### config.mk
export PLATFORM = sky130hd
export DESIGN_NAME = cipher_cfg_loader
export DESIGN_NICKNAME = d
export VERILOG_FILES = /design/src/rtl/cipher_cfg_pkg.sv /design/src/rtl/cfg_piso_sipo.sv /design/src/rtl/cipher_cfg_loader.sv
export SDC_FILE = /design/constraint.sdc
export NUM_CORES = 1
export LEC_CHECK = 0
export ABC_AREA = 1
export CAP_MARGIN = 15
export CORE_AREA = 2 2 320 322
export DETAILED_ROUTE_END_ITERATION = 10
export DIE_AREA = 0 0 322 324
export PLACE_DENSITY = 0.55
export REMOVE_ABC_BUFFERS = 1
export SLEW_MARGIN = 20
export SYNTH_ARGS = -nofsm -noshare
export SYNTH_HDL_FRONTEND = slang
export SYNTH_SLANG_ARGS = --single-unit
### constraint.sdc
create_clock -name clk -period 2.39 [get_ports clk]
set_clock_uncertainty 0.05 [all_clocks]
set_input_delay 0.717 -clock clk [delete_from_list [all_inputs] [get_ports clk]]
set_output_delay 0.717 -clock clk [all_outputs]
set_load 0.01 [all_outputs]
### src/rtl/cipher_cfg_pkg.sv
// Shared types and chain layout for the cipher configuration loader.
// Bit offsets are positions within the serial configuration frame.
package cipher_cfg_pkg;

    localparam int CFG_W_DEFAULT = 195;

    localparam int K_MUX_BIT     = 194;
    localparam int A_MUX_BIT     = 193;
    localparam int D_EN_BIT      = 192;
    localparam int TX_TAPS_LSB   = 144;
    localparam int TX_STATE_LSB  = 96;
    localparam int RX_TAPS_LSB   = 48;
    localparam int RX_STATE_LSB  = 0;

    typedef enum logic [2:0] {
        ST_IDLE   = 3'd0,
        ST_SHIFT  = 3'd1,
        ST_VERIFY = 3'd2,
        ST_GAP    = 3'd3,
        ST_DONE   = 3'd4
    } cfg_state_e;

endpackage

### src/rtl/cfg_piso_sipo.sv
// Rotating parallel-in/serial-out register plus a serial-in shadow that is
// copied to the parallel output only on commit, so partial passes never show.
module cfg_piso_sipo #(
    parameter int W = 195
) (
    input  logic         clk,
    input  logic         rst,
    input  logic         i_load,
    input  logic [W-1:0] i_load_dat,
    input  logic         i_shift,
    input  logic         i_commit,
    input  logic         i_ser,
    output logic         o_ser,
    output logic [W-1:0] o_par
);

    logic [W-1:0] r_sreg;
    logic [W-1:0] r_shadow;
    logic [W-1:0] r_par;
    logic [W-1:0] w_shadow_nxt;

    assign w_shadow_nxt = {i_ser, r_shadow[W-1:1]};

    // Rotation rather than a plain shift keeps the frame intact for a second pass.
    always_ff @(posedge clk or negedge rst) begin
        if (!rst) begin
            r_sreg   <= '0;
            r_shadow <= '0;
            r_par    <= '0;
        end else begin
            if (i_load) begin
                r_sreg <= i_load_dat;
            end else if (i_shift) begin
                r_sreg <= {r_sreg[0], r_sreg[W-1:1]};
            end
            if (i_shift) begin
                r_shadow <= w_shadow_nxt;
            end
            if (i_commit) begin
                r_par <= w_shadow_nxt;
            end
        end
    end

    assign o_ser = r_sreg[0];
    assign o_par = r_par;

endmodule

### src/rtl/cipher_cfg_loader.sv
// Serial config-chain loader: shifts a frame LSB-first into the cipher and captures the old chain.
// Optional second verify pass with CIPHER_CFG_LOADER_VERIFY_EN.
module cipher_cfg_loader
    import cipher_cfg_pkg::*;
#(
    parameter int CFG_W      = CFG_W_DEFAULT,
    parameter int GAP_CYCLES = 4
) (
    input  logic             clk,
    input  logic             rst,
    input  logic             start,
    input  logic             abort,
    input  logic [CFG_W-1:0] frame,
    output logic             cfg_en,
    output logic             cfg_i,
    input  logic             cfg_o,
    output logic             busy,
    output logic             done,
    output logic             aborted,
    output logic [CFG_W-1:0] readback
`ifdef CIPHER_CFG_LOADER_VERIFY_EN
   ,output logic             verify_err
`endif
);

    localparam int CNT_W = $clog2(CFG_W + 1);
    localparam logic [CNT_W-1:0] BIT_LAST = CNT_W'(CFG_W - 1);
    // The bit counter doubles as the gap counter, so GAP_CYCLES must not exceed CFG_W.
    localparam logic [CNT_W-1:0] GAP_LAST = (GAP_CYCLES > 0) ? CNT_W'(GAP_CYCLES - 1) : '0;
    localparam cfg_state_e ST_AFTER_PASS = (GAP_CYCLES == 0) ? ST_DONE : ST_GAP;

    cfg_state_e        r_state;
    logic [CNT_W-1:0]  r_cnt;
    logic              r_cfg_en;
    logic              r_cfg_i;
    logic              r_busy;
    logic              r_done;
    logic              r_aborted;
`ifdef CIPHER_CFG_LOADER_VERIFY_EN
    logic              r_verr_acc;
    logic              r_verify_err;
`endif

    logic              w_accept;
    logic              w_abort;
    logic              w_pass_end;
    logic              w_commit;
    logic              w_ser;
    logic [CFG_W-1:0]  w_load_dat;
    logic [CFG_W-1:0]  w_readback;

    assign w_accept   = (r_state == ST_IDLE) && start;
    assign w_abort    = abort && (r_state inside {ST_SHIFT, ST_VERIFY, ST_GAP});
    assign w_pass_end = (r_cnt == BIT_LAST);
    assign w_commit   = (r_state == ST_SHIFT) && w_pass_end && !w_abort;
    // frame[0] goes straight to cfg_i, so the shifter starts one bit ahead.
    assign w_load_dat = {frame[0], frame[CFG_W-1:1]};

    cfg_piso_sipo #(.W(CFG_W)) u_shifter (
        .clk        (clk),
        .rst        (rst),
        .i_load     (w_accept),
        .i_load_dat (w_load_dat),
        .i_shift    (r_cfg_en),
        .i_commit   (w_commit),
        .i_ser      (cfg_o),
        .o_ser      (w_ser),
        .o_par      (w_readback)
    );

    always_ff @(posedge clk or negedge rst) begin
        if (!rst) begin
            r_state      <= ST_IDLE;
            r_cnt        <= '0;
            r_cfg_en     <= 1'b0;
            r_cfg_i      <= 1'b0;
            r_busy       <= 1'b0;
            r_done       <= 1'b0;
            r_aborted    <= 1'b0;
`ifdef CIPHER_CFG_LOADER_VERIFY_EN
            r_verr_acc   <= 1'b0;
            r_verify_err <= 1'b0;
`endif
        end else begin
            r_done <= 1'b0;
            if (w_abort) begin
                r_state   <= ST_IDLE;
                r_cnt     <= '0;
                r_cfg_en  <= 1'b0;
                r_cfg_i   <= 1'b0;
                r_busy    <= 1'b0;
                r_aborted <= 1'b1;
            end else begin
                case (r_state)
                    ST_IDLE: begin
                        if (start) begin
                            r_state      <= ST_SHIFT;
                            r_cnt        <= '0;
                            r_cfg_en     <= 1'b1;
                            r_cfg_i      <= frame[0];
                            r_busy       <= 1'b1;
                            r_aborted    <= 1'b0;
`ifdef CIPHER_CFG_LOADER_VERIFY_EN
                            r_verr_acc   <= 1'b0;
                            r_verify_err <= 1'b0;
`endif
                        end
                    end
                    ST_SHIFT: begin
                        if (w_pass_end) begin
                            r_cnt <= '0;
`ifdef CIPHER_CFG_LOADER_VERIFY_EN
                            r_state <= ST_VERIFY;
                            r_cfg_i <= w_ser;
`else
                            r_state  <= ST_AFTER_PASS;
                            r_cfg_en <= 1'b0;
                            r_cfg_i  <= 1'b0;
`endif
                        end else begin
                            r_cnt   <= r_cnt + 1'b1;
                            r_cfg_i <= w_ser;
                        end
                    end
`ifdef CIPHER_CFG_LOADER_VERIFY_EN
                    ST_VERIFY: begin
                        // A healthy chain echoes the bit being driven now, one pass later.
                        r_verr_acc <= r_verr_acc | (cfg_o ^ r_cfg_i);
                        if (w_pass_end) begin
                            r_cnt    <= '0;
                            r_state  <= ST_AFTER_PASS;
                            r_cfg_en <= 1'b0;
                            r_cfg_i  <= 1'b0;
                        end else begin
                            r_cnt   <= r_cnt + 1'b1;
                            r_cfg_i <= w_ser;
                        end
                    end
`endif
                    ST_GAP: begin
                        if (r_cnt == GAP_LAST) begin
                            r_cnt   <= '0;
                            r_state <= ST_DONE;
                        end else begin
                            r_cnt <= r_cnt + 1'b1;
                        end
                    end
                    ST_DONE: begin
                        r_state <= ST_IDLE;
                        r_done  <= 1'b1;
                        r_busy  <= 1'b0;
`ifdef CIPHER_CFG_LOADER_VERIFY_EN
                        r_verify_err <= r_verr_acc;
`endif
                    end
                    default: begin
                        r_state <= ST_IDLE;
                    end
                endcase
            end
        end
    end

    assign cfg_en   = r_cfg_en;
    assign cfg_i    = r_cfg_i;
    assign busy     = r_busy;
    assign done     = r_done;
    assign aborted  = r_aborted;
    assign readback = w_readback;
`ifdef CIPHER_CFG_LOADER_VERIFY_EN
    assign verify_err = r_verify_err;
`endif

endmodule

After elaboration in Yosys (flattened, before gate mapping)
Cells that the tools add are included.
W data, S select, Z words.
{"block": "totals", "ff_bits": 601, "in_bits": 200, "out_inout_bits": 200, "wordCells": 66}
{"block": "classes", "n_addsub": 1, "eq_ne": 9, "muxes": 27, "n_reduce_logical": 19}
{"operator": "$mux W195", "n": 2}
{"operator": "$mux W8", "n": 4}
{"operator": "$pmux W8 S3", "n": 1}
{"operator": "$mux W1", "n": 12}
{"operator": "$mux W3", "n": 4}
{"operator": "$pmux W3 S3", "n": 1}
{"operator": "$reduce_bool A3 Y1", "n": 3}
{"operator": "$add A8 B1 Y8 const B", "n": 1}
{"operator": "$eq A8 B2 Y1 const B", "n": 1}
{"operator": "$eq A8 B8 Y1 const B", "n": 1}
{"operator": "$reduce_and A2 Y1", "n": 4}
{"operator": "$eq A3 B2 Y1 const B", "n": 2}
{"operator": "$ne A3 B3 Y1 const B", "n": 2}
{"operator": "$pmux W1 S2", "n": 3}
{"operator": "$reduce_and A3 Y1", "n": 2}
{"operator": "$reduce_bool A2 Y1", "n": 3}
{"operator": "$logic_and A1 B1 Y1", "n": 4}
{"operator": "$reduce_bool A4 Y1", "n": 1}
{"operator": "$eq A3 B1 Y1 const B", "n": 1}
{"operator": "$eq A3 B3 Y1 const B", "n": 1}
{"operator": "$logic_not A3 Y1", "n": 1}
{"operator": "$ne A3 B2 Y1 const B", "n": 1}
{"operator": "$logic_not A1 Y1", "n": 1}

Depth between registers and ports, before layout
Gate-level depths: netlist (run 1).
{"block": "logic_depth", "ltp_word": 5, "mapped_depth": 11}

Modules after synthesis
A second synthesis (run 1) with hierarchy kept.
{"block": "hier_totals", "cells_unflattened": 2642, "hier_area_um2": 24071.8}
{"mod": "cfg_piso_sipo", "n_inst": 1, "cells_per_inst": 2511, "area_per_inst_um2": 23109.7}
{"mod": "cipher_cfg_loader", "n_inst": 1, "cells_per_inst": 131, "area_per_inst_um2": 962.2}

Worst setup path before layout (run 1)
Ideal clock, no wire load.
{"block": "synth_timing", "path_kind": "in2reg", "start": "input port start", "end": "register u_shifter.r_sreg[100]", "setup_ns": 0.120, "arrival_time_ns": 1.561, "required_ns": 2.220, "setup_slack_ns": 0.660, "path_stages": 6, "path_buffers": 2, "path_cell_list": "nand3_1 -> clkbuf_1 -> clkbuf_1 -> nand3_1 -> o21ai_0 -> inv_1"}
{"block": "synth_via", "elab_chain_len": 2}
{"item": "from (decl)", "line_no": "cipher_cfg_loader.sv:11", "rtl": "input logic start,"}
{"item": "$logic_and A1 B1 Y1 (*)", "line_no": "cipher_cfg_loader.sv:52", "rtl": "assign w_accept = (r_state == ST_IDLE) && start;"}
{"item": "$mux W195 or $reduce_bool A2 Y1 (tied branches)"}
{"item": "to (signal assigned)", "line_no": "cfg_piso_sipo.sv:32", "rtl": "r_sreg <= i_load_dat;"}
{"item": "to (signal assigned)", "line_no": "cfg_piso_sipo.sv:34", "rtl": "r_sreg <= {r_sreg[0], r_sreg[W-1:1]};"}
{"item": "to (decl)", "line_no": "cfg_piso_sipo.sv:17", "rtl": "logic [W-1:0] r_sreg;"}
Mark *: on every way between the ends. The rest lies on a longest branch, timed or not.
A chain may end at the register's enable or synchronous reset.

Worst setup path in the final report (run 1)
{"block": "layout_timing", "start": "register u_shifter.r_par[181], in the netlist u_shifter.o_par[181]", "end": "output port readback[181]"}
{"item": "from (decl)", "line_no": "cfg_piso_sipo.sv:19", "rtl": "logic [W-1:0] r_par;"}
{"item": "from (signal assigned)", "line_no": "cfg_piso_sipo.sv:40", "rtl": "r_par <= w_shadow_nxt;"}
{"item": "to (decl)", "line_no": "cipher_cfg_loader.sv:20", "rtl": "output logic [CFG_W-1:0] readback"}
No word-level cell between the ends.

==> results of run 1 <==
==> metal layers <==
layer  part of all wire, %  vias up
met2                    45      435
met1                    48     9388
met5                     0        -
met3                   5.5       73
li1                      -    10038
met4                   2.0        0
==> worst register-to-register path: cells and delay by family, from the launching register on <==
family                     cells  cell delay, ns
AOI/OAI and AO/OA              1            0.08
adders and majority gates      1            0.15
buffers and inverters          4            0.74
DFF                            1            0.43
and+or+nand+nor                4            0.46
==> sequential cells by signal, indices dropped and copies added (netlist names) <==
signal and cells:
u_shifter.r_sreg 195, busy 1, r_state 3, done 1, cfg_en 1, r_cnt 8, aborted 1, u_shifter.r_shadow 194
u_shifter.o_par 195, cfg_i 1
==> power by group through the flow <==
| stage | Clock [mW] | Sequential, mW | Combinational, mW |
|---|---|---|---|
| after global placement | 0 | 13.5 | 5.99 |
| after floorplan | 0 | 13.5 | 4.11 |
| after detailed placement | 0 | 13.5 | 6.12 |
| after global routing | 11.7 | 13.6 | 7.05 |
| after CTS | 11.3 | 13.3 | 6.12 |
| final | 10.9 | 13.3 | 5.98 |
==> metrics by stage <==
stage / util, % / total power, mW / worst slack (ns)
CTS: 32.98 / 30.78 / 0.0005818
global route: 33.00 / 32.38 / 0.00002165
finish: 33.00 / 30.24 / 0.07629
global placement: 30.69 / 19.46 / 0.06375
detailed placement: 30.69 / 19.62 / 0.03803
floorplan: - / 17.59 / -16.05
==> cells by family (layout without fill, tap and decap cells) <==
group                      count (synthesis)  after routing  synth area share [%]
AOI/OAI and AO/OA                        415            415                 8.321
xor gates and xnor gates                   3              3                0.1047
adders and majority gates                  3              3                0.1495
buffers and inverters                    581           1024                 9.263
DFF                                      600            600                 59.79
other                                      0              3                     0
and+or+nand+nor                         1420           1420                 22.37
==> worst paths after layout <==
check / startpoint / endpoint / slack (ns) / cells past startpoint
min in group clk: u_shifter.r_shadow[1] / u_shifter.r_shadow[1] / 0.42 / 2
hold / removal: rst / u_shifter.r_sreg[54] / 0.03 / 1
setup / recovery: u_shifter.o_par[181] / readback[181] / 0.08 / 1
setup reg to reg: r_cnt[0] / u_shifter.o_par[97] / 0.40 / 10
max in group asynchronous: rst / u_shifter.r_shadow[51] / 1.50 / 2
hold reg to reg: u_shifter.r_shadow[1] / u_shifter.r_shadow[1] / 0.42 / 2
==> timing repair <==
| action | 4_1_cts | 5_1_grt |
|---|---|---|
| buffers inserted | 2 | 0 |
| resized for setup | 55 | 5 |
| endpoints found under the setup margin | 55 | 5 |
| endpoints found under the hold margin | 0 | 0 |
==> cells in the final DEF (no fill, tap or decap), drive strengths merged <==
cell type	n
clkbuf	103
dlygate4sd2	55
nor3	2
xor2	3
a21oi	9
dfrtp	600
o21a	1
diode	3
nor2	19
nand4	1
o21ai	401
clkdlybuf4s50	338
inv	417
nand3b	1
nand3	206
buf	89
ha	3
clkinv	13
nand2	1191
clkinvlp	2
bufinv	2
a21o	1
o211ai	2
o31ai	1
dlymetal6s2s	5
==> cell type report <==
cell class	count	area (sq um)	area share, %
Timing Repair Buffer	487	4979	14.93
Multi-Input combinational cell	1841	7784	23.35
Sequential cell	600	15020	45.05
Clock buffer	103	2128	6.384
Tap cell	1309	1638	4.913
Clock inverter	25	240.2	0.7206
Antenna cell	3	7.507	0.02252
Inverter	409	1543	4.628
==> metrics.csv, run 1 <==
stage;metric;value;unit
outcome;status;completed;
clock_network;CTS sink cnt;600;
synthesis;asr flop ratio synth;100.0;%
detailed_routing;DR WL/cell;14.18;microns
floorplan;Die Footprint;104300;sq um
global_routing;first-pass GRT wire length;108600;microns
place;HPWL after detailed placement;46260;microns
setup_path;Startpoint Class;register;
place;# placed instances;4644;
clock_network;worst-skew pair later-pin latency;0.63;ns
synthesis;Netlist cell types;27;
synthesis;mapped cell area;25110;sq um
clock_network;CTS buffer count;72;
synthesis;yosys warns;0;
power;Sw Pwr;8.973;mW
synthesis;main flop type after synthesis;dfrtp_1;
power;Int Power;21.26;mW
place;IO buf count;399;
global_routing;initial antenna violation count;4;
worst_hold_path;hold crit path type;in2async;
synthesis;most frequent cells after synthesis;nand2_1, dfrtp_1, inv_1;
timing;final critical path time including I/O delays and setup;2.314;ns
global_routing;total congestion overflow;0;
global_routing;GR Util met1;18.27;%
clock_network;Reg clk slew, reported paths;0.06;ns
synthesis;number of flops mapped to enable cells by yosys;0;
clock_network;clock root buffer;clkbuf_16;
clock_network;# hold bufs at CTS;0;
floorplan;initial core utilization;24.86;%
setup_path;Max FO, Critical Path;2;
floorplan;Die Width;322;microns
global_routing;all-layer global routing usage;13.04;%
clock_network;CTS tree;built;
setup_path;buffers and inverters on the worst path;1;
global_routing;met2 usage;19.94;%
synthesis;count leader, synth;nand2_1;
detailed_routing;overall routed net length;67720;microns
detailed_routing;drt pass-1 iters;6;
setup_path;crit path DAT;1.55;ns
detailed_routing;Final ANT Viol Nets;0;
finish;share of layout cells above drive strength 1;6.176;%
timing;fmax;0.4322;GHz
timing;Fin Setup TNS;0;ns
timing;relative slew slack;40.49;%
setup_path;CP top delay family;buffers and inverters;
power;Power Density;907.0;nW/um^2
timing;RSZ-0062 raised after global routing;no;
floorplan;core region area;101000;sq um
setup_path;max incr delay on CP;0.55;ns
synthesis;Synth area leaders;dfrtp_1, nand2_1, inv_1, o21ai_0, nand3_1;
global_routing;global route hottest layer;met2;
power;Seq pwr share;44.1;%
synthesis;cell taking the most area after synthesis;dfrtp_1;
timing;Worst-Margin Slew;0.8927;ns
detailed_routing;Iter 0 DRT Violations;1661;
global_routing;vias in the first global route;19455;
floorplan;std cell rows;117;
timing;Final Cycle Share;96.81;%
synthesis;Mean Syn Cell Area;8.310;sq um
place;Placed Area;31000;sq um
flow_run;maxcap violations;0;
finish;final net count;3614;
power;switching share of power;29.68;%
finish;fin cells;4777;
setup_path;critical path cell sequence;clkdlybuf4s50_1;
timing;Final Max Slew Viols;0;
timing;worst hold slack;0.03493;ns
place;Final Wtd Congestion;0.7744;
floorplan;DIE HEIGHT;324;microns
power;P_leak;16.92;nW
detailed_routing;routed vias;19934;
synthesis;register area share after synthesis;59.79;%
synthesis;Yosys top cell area share;59.79;%
detailed_routing;Residual DRC;0;
power;combinational power share;19.8;%
timing;final setup fails;0;
finish;post-route cell area;33340;sq um
power;peak supply drop;0.5447;mV
clock_network;H-tree Lvls;3;
finish;synthesis-to-layout area growth;32.76;%
power;Clock Power Share;36.1;%
clock_network;Max clock buf depth;3;
synthesis;Synth Instances;3022;
setup_path;crit path capture type;primary output;
detailed_routing;Via density;4.173;
floorplan;Top-Level Pins;400;
global_routing;GRT met3 Usage;2.903;%
setup_path;Setup Crit Path Kind;reg2out;
finish;Filler Cell Count;10554;
synthesis;Seq cells post-synth;600;
setup_path;Critical Path RT;1.62;ns
timing;final hold vios;0;
global_routing;largest net degree at the start of global routing;139;
setup_path;CP max-delay cell;clkdlybuf4s50_1;
Power figures use the tool's default switching activity.
==> inputs of run 2 (changes only) <==
- HOLD_SLACK_MARGIN: default -> 0.08
==> metrics.csv, run 2 (synthesis results as in run 1) <==
stage;metric;value;unit;change
global_routing;first-pass GRT wire length;108600;microns;unchanged
timing;Worst Setup Slack, final;0.07641;ns;+0.0001181 ns
finish;commonest non-fill, non-tap cells in the layout;nand2_1, dfrtp_1, inv_1, clkdlybuf4s50_1, o21ai_0;;
worst_hold_path;hold crit path type;reg2reg;;
place;Final Wtd Congestion;0.7744;;unchanged
finish;share of layout cells above drive strength 1;6.174;%;about the same
global_routing;all-layer global routing usage;13.04;%;unchanged
outcome;status;completed;;
power;final total power;30.24;mW;about the same
timing;Worst-Margin Slew;0.8181;ns;-0.07454 ns
timing;fmax;0.4322;GHz;about the same
setup_path;Startpoint Class;register;;
timing;relative slew slack;45.46;%;+5.0 points
timing;RSZ-0062 raised after global routing;no;;
setup_path;crit path capture type;primary output;;
floorplan;initial core utilization;24.86;%;unchanged
place;pre-CTS worst setup slack;0.03803;ns;unchanged
clock_network;CTS sink cnt;600;;unchanged
clock_network;Max clock buf depth;3;;unchanged
power;peak supply drop;0.5443;mV;about the same
timing;final setup fails;0;;unchanged
power;P_leak;16.92;nW;about the same
setup_path;max incr delay on CP;0.55;ns;about the same
timing;final critical path time including I/O delays and setup;2.314;ns;-0.0001181 ns
timing;final hold vios;0;;unchanged
detailed_routing;Residual DRC;0;;unchanged
finish;synthesis-to-layout area growth;32.80;%;about the same
setup_path;CP max-delay cell;clkdlybuf4s50_1;;
floorplan;Top-Level Pins;400;;unchanged
finish;commonest non-fill, non-tap cell in the layout;nand2_1;;
setup_path;Critical Path RT;1.62;ns;about the same
setup_path;buffers and inverters on the worst path;1;;unchanged
clock_network;CTS tree;built;;
global_routing;largest net degree at the start of global routing;139;;unchanged
global_routing;total congestion overflow;0;;unchanged
detailed_routing;DR WL/cell;14.19;microns;+0.12%
clock_network;clock root buffer;clkbuf_16;;
global_routing;initial antenna violation count;4;;unchanged
finish;Final Util;33.01;%;about the same
flow_run;maxcap violations;0;;unchanged
clock_network;Reg clk slew, reported paths;0.06;ns;about the same
clock_network;CTS buffer count;72;;unchanged
setup_path;Setup Crit Path Kind;reg2out;;
setup_path;CP top delay family;buffers and inverters;;
detailed_routing;routed vias;19959;;+0.13%
place;HPWL after detailed placement;46260;microns;unchanged
detailed_routing;Final ANT Viol Nets;0;;unchanged
floorplan;core region area;101000;sq um;unchanged
floorplan;DIE HEIGHT;324;microns;unchanged
clock_network;worst-skew pair later-pin latency;0.63;ns;about the same
detailed_routing;Via density;4.177;;+0.10%
detailed_routing;drt pass-1 iters;6;;unchanged
detailed_routing;Iter 0 DRT Violations;1693;;+1.9%
timing;Final Max Slew Viols;0;;unchanged
power;Power Density;906.9;nW/um^2;about the same
setup_path;critical path cell sequence;clkdlybuf4s50_1;;
floorplan;std cell rows;117;;unchanged
finish;final net count;3615;;+0.028%
setup_path;Max FO, Critical Path;2;;unchanged
setup_path;crit path DAT;1.55;ns;about the same
timing;worst hold slack;0.4192;ns;+0.3842 ns
timing;Final Cycle Share;96.80;%;about the same
detailed_routing;overall routed net length;67820;microns;+0.14%
floorplan;Die Width;322;microns;unchanged
place;IO buf count;399;;unchanged
global_routing;vias in the first global route;19455;;unchanged
clock_network;H-tree Lvls;3;;unchanged
floorplan;Die Footprint;104300;sq um;unchanged
run 2: report_power, final:
part	internal, mW	switching [mW]	total [mW]
Clock	6.45	4.47	10.9
Combinational	2.63	3.35	5.98
Sequential	12.2	1.16	13.3
Total	21.3	8.98	30.2
run 2: path summary, 6_finish.rpt:
check | from | end | slack, ns | depth (start not counted)
worst max register to register | r_cnt[0] | u_shifter.o_par[97] | 0.39 | 10
min in group asynchronous | rst | u_shifter.r_sreg[54] | 0.64 | 2
worst min-delay path | u_shifter.r_shadow[1] | u_shifter.r_shadow[1] | 0.42 | 2
worst max-delay path | u_shifter.o_par[181] | readback[181] | 0.08 | 1
max in group asynchronous | rst | u_shifter.r_shadow[51] | 0.90 | 3
worst min register to register | u_shifter.r_shadow[1] | u_shifter.r_shadow[1] | 0.42 | 2
run 2: layer usage:
layer | track usage [%] | part of all wire, % | vias to the layer above
li1 | - | - | 10042
met1 | 18.27 | 48 | 9408
met2 | 19.94 | 45 | 436
met3 | 2.897 | 5.4 | 73
met4 | 4.143 | 2.0 | 0
met5 | 0 | 0 | -
run 2: repair_timing:
action                     in CTS  in global routing
setup endpoints to repair      55                  5
gates resized for setup        55                  5
setup buffers                   2                  0
hold endpoints to repair       26                  0
hold buffers                    1                  0
run 2: cell type report:
| type | instances | area (sq um) |
|---|---|---|
| clock inverter | 25 | 240.2 |
| fill | 10553 | 67660 |
| inverter | 409 | 1543 |
| sequential | 600 | 15020 |
| clock buffer | 103 | 2128 |
| multi-input combinational | 1841 | 7784 |
| antenna | 3 | 7.507 |
| timing repair buffer | 488 | 4989 |
| tap | 1309 | 1638 |
run 2: through the flow:
step	instance area, sq um	setup TNS [ns]	std cells
6_report	33350	0	4778
5_1_grt	33340	0	4777
4_1_cts	33330	0	4775
3_5_place_dp	31000	0	4644
3_3_place_gp	31000	0	4644
2_1_floorplan	24320	-7140.73	2850
==> inputs of run 3 (changes only) <==
- CAP_MARGIN: 15 -> default
==> results of run 3 <==
Final layout, timing and power as in run 2 (identical DEF).
